<file path="config.mk">
export PLATFORM = sky130hd
export DESIGN_NAME = cardinal_node_nic
export DESIGN_NICKNAME = d
export VERILOG_FILES = /design/src/rtl/cardinal_nic_pkg.sv /design/src/rtl/nic_slot.sv /design/src/rtl/cardinal_node_nic.sv
export SDC_FILE = /design/constraint.sdc
export NUM_CORES = 1
export LEC_CHECK = 0
export CELL_PAD_IN_SITES_DETAIL_PLACEMENT = 1
export CELL_PAD_IN_SITES_GLOBAL_PLACEMENT = 1
export CORE_MARGIN = 3
export CORE_UTILIZATION = 36
export DETAILED_ROUTE_END_ITERATION = 8
export PLACE_DENSITY_LB_ADDON = 0.1
export SLEW_MARGIN = 20
export SYNTH_ARGS = -nofsm -noshare
export SYNTH_HDL_FRONTEND = slang
export SYNTH_HIERARCHICAL = 1
export SYNTH_SLANG_ARGS = --single-unit
</file>
<file path="constraint.sdc">
create_clock -name clk -period 4.3 [get_ports clk]
set_input_delay 0.645 -clock clk [delete_from_list [all_inputs] [get_ports clk]]
set_output_delay 0.645 -clock clk [all_outputs]
set_load 0.1 [all_outputs]
</file>
<file path="src/rtl/cardinal_nic_pkg.sv">
// Shared constants and types for the Cardinal node network interface.
package cardinal_nic_pkg;

  localparam int unsigned PKT_W      = 64;
  localparam int unsigned PKT_VC_BIT = 0;

  // Processor-visible register map
  localparam logic [1:0] NIC_IN_DATA  = 2'b00;
  localparam logic [1:0] NIC_IN_STAT  = 2'b01;
  localparam logic [1:0] NIC_OUT_DATA = 2'b10;
  localparam logic [1:0] NIC_OUT_STAT = 2'b11;

  // Packets are numbered big-endian: bit 0 is the MSB and carries the VC bit.
  typedef logic [0:PKT_W-1] pkt_t;

  // Extract the virtual-channel bit a packet travels on.
  function automatic logic pkt_vc(input pkt_t pkt);
    return pkt[PKT_VC_BIT];
  endfunction

  // Status word: flag in the least significant position (bit 63), zeros elsewhere.
  function automatic pkt_t status_word(input logic flag);
    return {{(PKT_W-1){1'b0}}, flag};
  endfunction

endpackage

</file>
<file path="src/rtl/nic_slot.sv">
// Single-entry packet buffer with a full flag. Unload wins over load; the
// parent never asserts load while full, so the two cannot both be useful.
module nic_slot
  import cardinal_nic_pkg::*;
(
  input  logic clk,
  input  logic reset,
  input  logic load_i,
  input  logic unload_i,
  input  pkt_t data_i,
  output logic full_o,
  output pkt_t data_o
);

  logic full_q, full_d;
  pkt_t data_q, data_d;

  // Next-state: clear on unload, capture on load, otherwise hold.
  always_comb begin
    full_d = full_q;
    data_d = data_q;
    if (unload_i) begin
      full_d = 1'b0;
    end else if (load_i) begin
      full_d = 1'b1;
      data_d = data_i;
    end else begin
      full_d = full_q;
      data_d = data_q;
    end
  end

  // State register; reset discards any held packet.
  always_ff @(posedge clk or negedge reset) begin
    if (!reset) begin
      full_q <= 1'b0;
      data_q <= '0;
    end else begin
      full_q <= full_d;
      data_q <= data_d;
    end
  end

  assign full_o = full_q;
  assign data_o = data_q;

endmodule

</file>
<file path="src/rtl/cardinal_node_nic.sv">
// Memory-mapped NIC for one Cardinal node: one input and one output slot,
// processor register decode, and even/odd polarity gating of outbound sends.
module cardinal_node_nic
  import cardinal_nic_pkg::*;
(
  input  logic       clk,
  input  logic       reset,
  input  logic [0:1] addr,
  input  pkt_t       d_in,
  output pkt_t       d_out,
  input  logic       nicEn,
  input  logic       nicWrEn,
  input  logic       net_si,
  output logic       net_ri,
  input  pkt_t       net_di,
  output logic       net_so,
  input  logic       net_ro,
  output pkt_t       net_do,
  input  logic       net_polarity
);

  logic rd_en_s;
  logic wr_en_s;
  logic in_full_s;
  logic out_full_s;
  pkt_t in_buf_s;
  pkt_t out_buf_s;
  logic in_load_s;
  logic in_unload_s;
  logic out_load_s;

  assign rd_en_s = nicEn & ~nicWrEn;
  assign wr_en_s = nicEn & nicWrEn;

  // Router side of the input slot: accept only while empty.
  assign net_ri    = ~in_full_s;
  assign in_load_s = net_si & ~in_full_s;
  // Reading the data register pops the slot, but only when something is there.
  assign in_unload_s = rd_en_s & (addr == NIC_IN_DATA) & in_full_s;

  // A write to a full output slot is dropped; software polls status first.
  assign out_load_s = wr_en_s & (addr == NIC_OUT_DATA) & ~out_full_s;
  // Send only on the phase matching the packet's VC bit.
  assign net_so = out_full_s & net_ro & (pkt_vc(out_buf_s) == net_polarity);
  assign net_do = out_buf_s;

  nic_slot u_in_slot (
    .clk      (clk),
    .reset    (reset),
    .load_i   (in_load_s),
    .unload_i (in_unload_s),
    .data_i   (net_di),
    .full_o   (in_full_s),
    .data_o   (in_buf_s)
  );

  nic_slot u_out_slot (
    .clk      (clk),
    .reset    (reset),
    .load_i   (out_load_s),
    .unload_i (net_so),
    .data_i   (d_in),
    .full_o   (out_full_s),
    .data_o   (out_buf_s)
  );

  // Processor read mux; zero when not reading or reading the output data register.
  always_comb begin
    d_out = '0;
    if (rd_en_s) begin
      case (addr)
        NIC_IN_DATA:  d_out = in_buf_s;
        NIC_IN_STAT:  d_out = status_word(in_full_s);
        NIC_OUT_STAT: d_out = status_word(out_full_s);
        default:      d_out = '0;
      endcase
    end else begin
      d_out = '0;
    end
  end

endmodule

</file>
==> results of run 1 <==
power by group through the flow:
| stage | registers (mW) | logic [mW] | clock network, mW |
|---|---|---|---|
| after floorplan | 4.35 | 1.39 | 0 |
| after global placement | 2.17 | 4.53 | 0 |
| after detailed placement | 2.20 | 4.58 | 0 |
| after CTS | 2.20 | 4.59 | 1.42 |
| after global routing | 2.28 | 4.69 | 1.48 |
| final | 2.19 | 4.56 | 1.37 |
registers in the layout, summed over array words and instances (netlist names):
signal             flops
u_in_slot/full_o       1
u_out_slot/full_o      1
u_in_slot/data_o      64
u_out_slot/data_o     64
kinds of logic after synthesis:
logic type      Yosys count  share of synthesized area (%)
flops                   130                          53.71
mux                     129                          31.40
simple gates             75                          9.172
buf+inv                  23                          5.309
compound gates            2                         0.2686
xor+xnor                  1                         0.1446
final timing paths:
path	start	end	slack (ns)	cells past startpoint
min reg2reg	u_in_slot/data_o[29]$_DFFE_PN0P_	u_in_slot/data_o[29]$_DFFE_PN0P_	0.50	1
min in group clk	u_in_slot/data_o[29]$_DFFE_PN0P_	u_in_slot/data_o[29]$_DFFE_PN0P_	0.50	1
max in group asynchronous	reset	u_in_slot/data_o[27]$_DFFE_PN0P_	3.07	2
max reg2reg	u_out_slot/full_o$_DFFE_PN0P_	u_out_slot/data_o[62]$_DFFE_PN0P_	2.17	4
max	addr[0]	d_out[37]	1.15	5
min	reset	u_out_slot/data_o[0]$_DFFE_PN0P_	0.29	1
routing by layer:
layer | part of all wire (%) | GRT usage, % | vias to the layer above
met4 | 0.94 | 5.655 | 2
met2 | 50 | 30.01 | 153
met1 | 41 | 22.27 | 1936
met3 | 8.0 | 6.835 | 17
li1 | - | - | 1767
met5 | 0.078 | 0 | -
area by class of cell:
| class | count | area [um^2] |
|---|---|---|
| Fill cell | 1585 | 7041 |
| Timing Repair Buffer | 271 | 2560 |
| Clock buffer | 22 | 464.2 |
| Clock inverter | 7 | 85.08 |
| Multi-Input combinational cell | 207 | 2489 |
| Inverter | 3 | 11.26 |
| Sequential cell | 130 | 3253 |
| Tap cell | 216 | 270.3 |
layout by cell type, fill, tap and decap left out, drive strengths merged:
cell,n
clkdlybuf4s50,200
dfrtp,130
mux2,128
buf,71
and2,64
clkbuf,22
clkinv,5
nor2,4
inv,3
nor2b,3
bufinv,2
nor4b,1
mux2i,1
a21boi,1
a2111oi,1
nand2,1
nor4,1
xnor2,1
and3,1
metrics by stage:
| step | hold WS (ns) | util, % | total power, mW | setup slack [ns] |
|---|---|---|---|---|
| 2_1_floorplan | 0.3494 | - | 5.747 | 0.9136 |
| 5_1_grt | 0.3363 | 56.47 | 8.448 | 1.008 |
| 3_3_place_gp | 0.4823 | 53.07 | 6.701 | 1.127 |
| 6_report | 0.2911 | 56.47 | 8.123 | 1.150 |
| 4_1_cts | 0.3115 | 56.47 | 8.214 | 1.131 |
| 3_5_place_dp | 0.4876 | 53.07 | 6.781 | 1.069 |
==> impl_results.html, run 1 <==
<table>
<tr><th>Metric</th><th>Value</th></tr>
<tr><th colspan="2">Status</th></tr>
<tr><td>Outcome</td><td>complete, no violations</td></tr>
<tr><th colspan="2">Place</th></tr>
<tr><td>Routability-driven placement congestion ratio</td><td>roughly 0.72</td></tr>
<tr><td>Placed inst area</td><td>~0.0086 mm^2</td></tr>
<tr><td>Placed insts</td><td>roughly 830</td></tr>
<tr><td>Placed wire-length estimate</td><td>approximately 12 mm</td></tr>
<tr><td>Port Buf Inserts</td><td>~270</td></tr>
<tr><th colspan="2">Critical path</th></tr>
<tr><td>Crit path cell chain</td><td>clkdlybuf4s50_1 &gt; nor4b_4 &gt; buf_4 &gt; and2_2 &gt; buf_4</td></tr>
<tr><td>Endpoint class of the critical path</td><td>primary output</td></tr>
<tr><td>WP data required</td><td>around 3.7 ns</td></tr>
<tr><td>Setup CP Type</td><td>in -&gt; out</td></tr>
<tr><td>Worst path slowest cell</td><td>sky130_fd_sc_hd__clkdlybuf4s50_1</td></tr>
<tr><td>Crit-path most repeated cell</td><td>sky130_fd_sc_hd__buf_4</td></tr>
<tr><td>CP Data Arrival Time</td><td>roughly 2.5 ns</td></tr>
<tr><td>Kind of cell with the highest combined delay on the critical path</td><td>buffers and inverters</td></tr>
<tr><td>Crit path buf inv count</td><td>3</td></tr>
<tr><td>Type of origin of the critical path</td><td>primary input</td></tr>
<tr><td>Crit Path Max Fanout</td><td>64</td></tr>
<tr><td>Delay contributed by the slowest stage of the critical path</td><td>0.51 ns</td></tr>
<tr><th colspan="2">Layout</th></tr>
<tr><td>Design Area, Final</td><td>0.009133 mm^2</td></tr>
<tr><td>Area delta synth-&gt;final</td><td>50.77%</td></tr>
<tr><td>Layout Nets</td><td>between 700 and 800</td></tr>
<tr><td>Share of layout cells above drive strength 1</td><td>44.06%</td></tr>
<tr><td>Post-Layout Cell Count</td><td>856</td></tr>
<tr><td>Antenna Cells</td><td>0</td></tr>
<tr><th colspan="2">Power</th></tr>
<tr><td>Logic gate share of total power</td><td>56.1%</td></tr>
<tr><td>Internal power contribution</td><td>about 4.2 mW</td></tr>
<tr><td>Total power divided by cell area</td><td>between 800 and 900 mW/mm^2</td></tr>
<tr><td>Switching share of power</td><td>47.87%</td></tr>
<tr><td>Clk pwr share</td><td>roughly 17%</td></tr>
<tr><td>Maximum ir drop on the vdd rail</td><td>around 0.00050 V</td></tr>
<tr><td>Part of the power in registers</td><td>27.0%</td></tr>
<tr><td>Net switching power</td><td>approximately 3.9 mW</td></tr>
<tr><td>Leakage power summed over all cells</td><td>between 4 and 5 nW</td></tr>
<tr><th colspan="2">Global routing</th></tr>
<tr><td>Maximum number of pins on one net before global-route repair</td><td>75</td></tr>
<tr><td>Remaining global-route overflow</td><td>0</td></tr>
<tr><td>Total routing usage reported by global routing</td><td>between 15 and 20%</td></tr>
<tr><td>Number of antenna violations at the first check in global routing</td><td>1</td></tr>
<tr><td>Wire length of the first global-routing pass</td><td>25.51 mm</td></tr>
<tr><td>Vias in the first global route</td><td>around 4,300</td></tr>
<tr><th colspan="2">Timing</th></tr>
<tr><td>Number of failing setup endpoints in the final timing report</td><td>0</td></tr>
<tr><td>Final Critical Period</td><td>3.150 ns</td></tr>
<tr><td>FMAX</td><td>317.5 MHz</td></tr>
<tr><td>Slew at the pin with the worst max-slew slack</td><td>between 1 and 1.5 ns</td></tr>
<tr><td>Unrepaired setup endpoints after global routing</td><td>no</td></tr>
<tr><td>Accumulated negative setup slack</td><td>0 ns</td></tr>
<tr><td>Period utilization</td><td>approximately 73%</td></tr>
<tr><td>Max Slew Vio Count</td><td>0</td></tr>
<tr><td>Count of endpoints failing hold in the final timing report</td><td>0</td></tr>
<tr><td>Clock skew after layout</td><td>around 0.0051 ns</td></tr>
<tr><td>Worst rel slew slack</td><td>around 30%</td></tr>
<tr><th colspan="2">Logic synthesis</th></tr>
<tr><td>Number of enable-type register cells in the synthesized netlist</td><td>0</td></tr>
<tr><td>Post-Synthesis Cell Area</td><td>slightly above 0.006 mm^2</td></tr>
<tr><td>Ranking of synthesized cells by instance count</td><td>130 x sky130_fd_sc_hd__dfrtp_1, 120 x sky130_fd_sc_hd__mux2_4, 53 x sky130_fd_sc_hd__and2_2</td></tr>
<tr><td>Post-synthesis average cell area</td><td>about 17 um^2</td></tr>
<tr><td>Portion of synthesized cell area occupied by the leading cell type</td><td>~54%</td></tr>
<tr><td>Register bit count reported by yosys</td><td>130</td></tr>
<tr><td>Post-synthesis cell count</td><td>between 300 and 400</td></tr>
<tr><td>Leading cell types by total area after synthesis</td><td>sky130_fd_sc_hd__dfrtp_1 54%, sky130_fd_sc_hd__mux2_4 30%, sky130_fd_sc_hd__and2_2 6.6%, sky130_fd_sc_hd__buf_12 4.6%, sky130_fd_sc_hd__mux2_2 1.5%</td></tr>
<tr><td>Sequential element share of the synthesized area</td><td>a little over half</td></tr>
<tr><td>Cell type contributing the most total cell area after synthesis</td><td>sky130_fd_sc_hd__dfrtp_1</td></tr>
<tr><td>Mapped Nets</td><td>between 400 and 500</td></tr>
<tr><td>Leading cell type by number of instances after synthesis</td><td>sky130_fd_sc_hd__dfrtp_1</td></tr>
<tr><td>Synth warn</td><td>6</td></tr>
<tr><td>Synth async-reset ratio</td><td>100.0%</td></tr>
<tr><td>Count of unique library cells instantiated by Yosys</td><td>19</td></tr>
<tr><td>Most used flip-flop cell after synthesis</td><td>sky130_fd_sc_hd__dfrtp_1</td></tr>
<tr><th colspan="2">CTS</th></tr>
<tr><td>Number of setup buffers added after CTS</td><td>0</td></tr>
<tr><td>Clock sinks</td><td>130</td></tr>
<tr><td>Clock latency of the later-clocked register in the worst-skew pair</td><td>0.41 ns</td></tr>
<tr><td>Clock tree from TritonCTS</td><td>yes</td></tr>
<tr><td>Post-CTS Resized</td><td>0</td></tr>
<tr><td>CTS hold repair buffers</td><td>0</td></tr>
<tr><td>Worst-path clk slew</td><td>approximately 0.060 ns</td></tr>
<tr><td>Buffer cell driving the clock tree root</td><td>sky130_fd_sc_hd__clkbuf_16</td></tr>
<tr><td>Clock Path Buffers</td><td>2</td></tr>
<tr><td>Number of buffers inserted during clock tree synthesis</td><td>17</td></tr>
<tr><td>H-tree depth reported by CTS</td><td>4</td></tr>
<tr><th colspan="2">Detailed routing</th></tr>
<tr><td>Detailed-routing iteration count for the pre-antenna-repair pass</td><td>4</td></tr>
<tr><td>Average detailed-routed wire length per instance</td><td>~20 um</td></tr>
<tr><td>Routed vias/inst</td><td>around 4.5</td></tr>
<tr><td>First-iteration detailed-routing DRC count</td><td>between 100 and 150</td></tr>
<tr><td>Total wirelength of the detailed-routed design</td><td>about 17 mm</td></tr>
<tr><td>Via count of the routed design</td><td>roughly 3,900</td></tr>
<tr><td>DRC viols</td><td>0</td></tr>
<tr><td>Number of routed nets with antenna violations</td><td>0</td></tr>
<tr><th colspan="2">Die</th></tr>
<tr><td>Std-Cell Core Area</td><td>between 0.015 and 0.02 mm^2</td></tr>
<tr><td>Die footprint</td><td>0.01842 mm^2</td></tr>
<tr><td>Total number of placement rows</td><td>between 40 and 50</td></tr>
<tr><td>Ports placed on the boundary</td><td>between 200 and 300</td></tr>
<tr><td>Die height</td><td>~140 um</td></tr>
<tr><td>Die Wd</td><td>roughly 140 um</td></tr>
<tr><td>Initial Utilization</td><td>37.45%</td></tr>
<tr><th colspan="2">Hold path</th></tr>
<tr><td>Worst hold path type</td><td>in -&gt; async</td></tr>
<tr><th colspan="2">Run</th></tr>
<tr><td>Maximum Capacitance Violations</td><td>0</td></tr>
</table>
(Power assumes the default switching activity.)
==> run 2, diff against run 1 <==
--- a/config.mk
+++ b/config.mk
@@ -8,7 +8,7 @@
 export CELL_PAD_IN_SITES_DETAIL_PLACEMENT = 1
 export CELL_PAD_IN_SITES_GLOBAL_PLACEMENT = 1
 export CORE_MARGIN = 3
-export CORE_UTILIZATION = 36
+export CORE_UTILIZATION = 30
 export DETAILED_ROUTE_END_ITERATION = 8
 export PLACE_DENSITY_LB_ADDON = 0.1
 export SLEW_MARGIN = 20
==> constraint.sdc (replaced) <==
create_clock -name clk -period 2.8 [get_ports clk]
set_input_delay 0.42 -clock clk [delete_from_list [all_inputs] [get_ports clk]]
set_output_delay 0.42 -clock clk [all_outputs]
set_load 0.1 [all_outputs]
==> impl_results.html, run 2 (synthesized netlist as in run 1, its figures left out) <==
<table>
<tr><th>Metric</th><th>Value</th></tr>
<tr><th colspan="2">Critical path</th></tr>
<tr><td>Crit path cell chain</td><td>clkdlybuf4s50_1 &gt; nor4b_4 &gt; buf_4 &gt; and2_1 &gt; buf_12</td></tr>
<tr><td>Setup CP Type</td><td>in -&gt; out</td></tr>
<tr><td>Kind of cell with the highest combined delay on the critical path</td><td>buffers and inverters</td></tr>
<tr><td>Endpoint class of the critical path</td><td>primary output</td></tr>
<tr><td>Worst path slowest cell</td><td>sky130_fd_sc_hd__clkdlybuf4s50_1</td></tr>
<tr><td>Type of origin of the critical path</td><td>primary input</td></tr>
<tr><td>Delay contributed by the slowest stage of the critical path</td><td>0.52 ns (about the same)</td></tr>
<tr><td>Crit Path Max Fanout</td><td>27 (-58%)</td></tr>
<tr><td>CP Data Arrival Time</td><td>2.07 ns (-0.43 ns)</td></tr>
<tr><td>Crit path buf inv count</td><td>3 (unchanged)</td></tr>
<tr><td>WP data required</td><td>2.38 ns (-1.27 ns)</td></tr>
<tr><th colspan="2">Die</th></tr>
<tr><td>Std-Cell Core Area</td><td>0.01965 mm^2 (+22%)</td></tr>
<tr><td>Die Wd</td><td>148.1 um (+9.1%)</td></tr>
<tr><td>Ports placed on the boundary</td><td>267 (unchanged)</td></tr>
<tr><td>Die footprint</td><td>0.02193 mm^2 (+19%)</td></tr>
<tr><td>Die height</td><td>148.1 um (+9.1%)</td></tr>
<tr><td>Total number of placement rows</td><td>51 (+11%)</td></tr>
<tr><td>Initial Utilization</td><td>30.82% (-6.6 points)</td></tr>
<tr><th colspan="2">Power</th></tr>
<tr><td>Leakage power summed over all cells</td><td>4.483 nW (+8.1%)</td></tr>
<tr><td>Total power divided by cell area</td><td>1261 mW/mm^2 (+42%)</td></tr>
<tr><td>Maximum ir drop on the vdd rail</td><td>0.0004534 V (-9.0%)</td></tr>
<tr><th colspan="2">Detailed routing</th></tr>
<tr><td>Via count of the routed design</td><td>3,947 (+1.9%)</td></tr>
<tr><td>First-iteration detailed-routing DRC count</td><td>95 (-21%)</td></tr>
<tr><td>Number of routed nets with antenna violations</td><td>0 (unchanged)</td></tr>
<tr><td>Detailed-routing iteration count for the pre-antenna-repair pass</td><td>4 (unchanged)</td></tr>
<tr><td>DRC viols</td><td>0 (unchanged)</td></tr>
<tr><td>Total wirelength of the detailed-routed design</td><td>17.16 mm (+2.3%)</td></tr>
<tr><td>Routed vias/inst</td><td>4.295 (-5.1%)</td></tr>
<tr><td>Average detailed-routed wire length per instance</td><td>18.67 um (-4.7%)</td></tr>
<tr><th colspan="2">Global routing</th></tr>
<tr><td>Maximum number of pins on one net before global-route repair</td><td>70 (-6.7%)</td></tr>
<tr><td>Number of antenna violations at the first check in global routing</td><td>1 (unchanged)</td></tr>
<tr><td>Vias in the first global route</td><td>4,585 (+6.1%)</td></tr>
<tr><td>Wire length of the first global-routing pass</td><td>27.14 mm (+6.4%)</td></tr>
<tr><td>Total routing usage reported by global routing</td><td>15.96% (-2.3 points)</td></tr>
<tr><td>Remaining global-route overflow</td><td>0 (unchanged)</td></tr>
<tr><th colspan="2">Timing</th></tr>
<tr><td>Period utilization</td><td>a little under 90%</td></tr>
<tr><td>Worst rel slew slack</td><td>55.23% (+25 points)</td></tr>
<tr><td>Max Slew Vio Count</td><td>0 (unchanged)</td></tr>
<tr><td>Number of failing setup endpoints in the final timing report</td><td>0 (unchanged)</td></tr>
<tr><td>Clock skew after layout</td><td>0.01187 ns (+0.006720 ns)</td></tr>
<tr><td>Slew at the pin with the worst max-slew slack</td><td>0.6716 ns (-0.3698 ns)</td></tr>
<tr><td>Unrepaired setup endpoints after global routing</td><td>no</td></tr>
<tr><td>FMAX</td><td>roughly 400 MHz</td></tr>
<tr><td>Minimum hold slack</td><td>0.01864 ns (-0.2725 ns)</td></tr>
<tr><td>Final Critical Period</td><td>around 2.5 ns</td></tr>
<tr><td>Accumulated negative setup slack</td><td>0 ns (unchanged)</td></tr>
<tr><td>Count of endpoints failing hold in the final timing report</td><td>0 (unchanged)</td></tr>
<tr><th colspan="2">Hold path</th></tr>
<tr><td>Worst hold path type</td><td>in -&gt; async</td></tr>
<tr><th colspan="2">CTS</th></tr>
<tr><td>Clock Path Buffers</td><td>2 (unchanged)</td></tr>
<tr><td>CTS hold repair buffers</td><td>0 (unchanged)</td></tr>
<tr><td>Clock sinks</td><td>130 (unchanged)</td></tr>
<tr><td>Worst-path clk slew</td><td>0.06 ns (about the same)</td></tr>
<tr><td>Number of buffers inserted during clock tree synthesis</td><td>17 (unchanged)</td></tr>
<tr><td>Buffer cell driving the clock tree root</td><td>sky130_fd_sc_hd__clkbuf_16</td></tr>
<tr><td>Number of setup buffers added after CTS</td><td>0 (unchanged)</td></tr>
<tr><td>H-tree depth reported by CTS</td><td>4 (unchanged)</td></tr>
<tr><td>Post-CTS Resized</td><td>0 (unchanged)</td></tr>
<tr><td>Clock latency of the later-clocked register in the worst-skew pair</td><td>0.41 ns (about the same)</td></tr>
<tr><td>Clock tree from TritonCTS</td><td>yes</td></tr>
<tr><th colspan="2">Place</th></tr>
<tr><td>Routability-driven placement congestion ratio</td><td>0.7096 (-1.2%)</td></tr>
<tr><td>Port Buf Inserts</td><td>266 (unchanged)</td></tr>
<tr><td>Placed wire-length estimate</td><td>12.74 mm (+5.8%)</td></tr>
<tr><th colspan="2">Layout</th></tr>
<tr><td>Layout Nets</td><td>778 (+1.4%)</td></tr>
<tr><td>Antenna Cells</td><td>0 (unchanged)</td></tr>
<tr><td>Area delta synth-&gt;final</td><td>65.98%</td></tr>
<tr><td>Commonest cells after routing, fill and taps aside</td><td>135 x sky130_fd_sc_hd__clkdlybuf4s50_1, 130 x sky130_fd_sc_hd__dfrtp_1, 120 x sky130_fd_sc_hd__mux2_4, 75 x sky130_fd_sc_hd__buf_4, 71 x sky130_fd_sc_hd__buf_12</td></tr>
<tr><td>Most common cell after layout, fill and taps aside</td><td>sky130_fd_sc_hd__clkdlybuf4s50_1</td></tr>
<tr><td>Share of layout cells above drive strength 1</td><td>55.66% (+12 points)</td></tr>
<tr><td>Final core area utilization</td><td>51.15% (-5.3 points)</td></tr>
<tr><th colspan="2">Run</th></tr>
<tr><td>Maximum Capacitance Violations</td><td>0 (unchanged)</td></tr>
<tr><th colspan="2">Status</th></tr>
<tr><td>Outcome</td><td>complete, no violations</td></tr>
</table>
[run 2: changes by cell type in the layout (fill, tap and decap cells not counted), sizes merged]
cell           before  now
buf                71  147
clkdlybuf4s50     200  135
bufinv              2    3
inv                 3    6
clkinvlp            0    3
clkbuf             22   18
[run 2: cell type report]
cell class / instances / area [um^2]
Clock inverter: 14 / 178.9
Sequential cell: 130 / 3253
Inverter: 3 / 11.26
Tap cell: 265 / 331.6
Clock buffer: 18 / 429.2
Multi-Input combinational cell: 207 / 2502
Timing Repair Buffer: 282 / 3347
Fill cell: 1961 / 9600
[run 2: power breakdown]
group          switching (mW)  internal, mW  total [mW]
combinational            4.70          2.30        7.00
clock                   0.875          1.41        2.29
sequential              0.550          2.84        3.39
[run 2: per-layer routing]
| metal | share of wire (%) | up-vias | global-route usage, % |
|---|---|---|---|
| met3 | 9.1 | 21 | 6.734 |
| li1 | - | 1783 | - |
| met1 | 42 | 1965 | 19.80 |
| met5 | 0.093 | - | 0 |
| met2 | 47 | 176 | 25.42 |
| met4 | 1.3 | 2 | 4.942 |
[run 2: worst paths after layout]
path	from	endpoint	slack, ns	cells after the start
max in group asynchronous	reset	u_out_slot/data_o[11]$_DFFE_PN0P_	2.11	2
worst max register to register	u_out_slot/full_o$_DFFE_PN0P_	u_out_slot/data_o[13]$_DFFE_PN0P_	0.89	5
worst min-delay path	reset	u_out_slot/data_o[24]$_DFFE_PN0P_	0.02	1
min in group clk	u_in_slot/data_o[60]$_DFFE_PN0P_	u_in_slot/data_o[60]$_DFFE_PN0P_	0.50	1
worst max-delay path	addr[1]	d_out[12]	0.31	5
worst min register to register	u_in_slot/data_o[60]$_DFFE_PN0P_	u_in_slot/data_o[60]$_DFFE_PN0P_	0.50	1
[run 2: metrics by stage]
step | setup WS (ns) | instances | cell area (um^2) | power, mW
final | 0.3136 | 919 | 10050 | 12.68
after CTS | 0.2750 | 919 | 10050 | 12.82
after floorplan | 0.3127 | 360 | 6077 | 8.832
after global placement | 0.2377 | 887 | 9445 | 10.32
after global routing | 0.2029 | 919 | 10050 | 13.21
after detailed placement | 0.2098 | 887 | 9445 | 10.43
[run 2: worst register-to-register path, cell delays in order (launching register included)]
cell and delay, ns:
sky130_fd_sc_hd__dfrtp_1 0.42, sky130_fd_sc_hd__nor4_1 0.26, sky130_fd_sc_hd__buf_4 0.17, sky130_fd_sc_hd__nor2b_4 0.39, sky130_fd_sc_hd__buf_12 0.25, sky130_fd_sc_hd__mux2_4 0.32
==> run 3, diff against run 2 <==
--- a/config.mk
+++ b/config.mk
@@ -9,6 +9,7 @@
 export CELL_PAD_IN_SITES_GLOBAL_PLACEMENT = 1
 export CORE_MARGIN = 3
 export CORE_UTILIZATION = 30
+export CTS_CLUSTER_SIZE = 16
 export DETAILED_ROUTE_END_ITERATION = 8
 export PLACE_DENSITY_LB_ADDON = 0.1
 export SLEW_MARGIN = 20
==> results of run 3 <==
No change in the layout: final DEF, timing and power equal those of run 2.
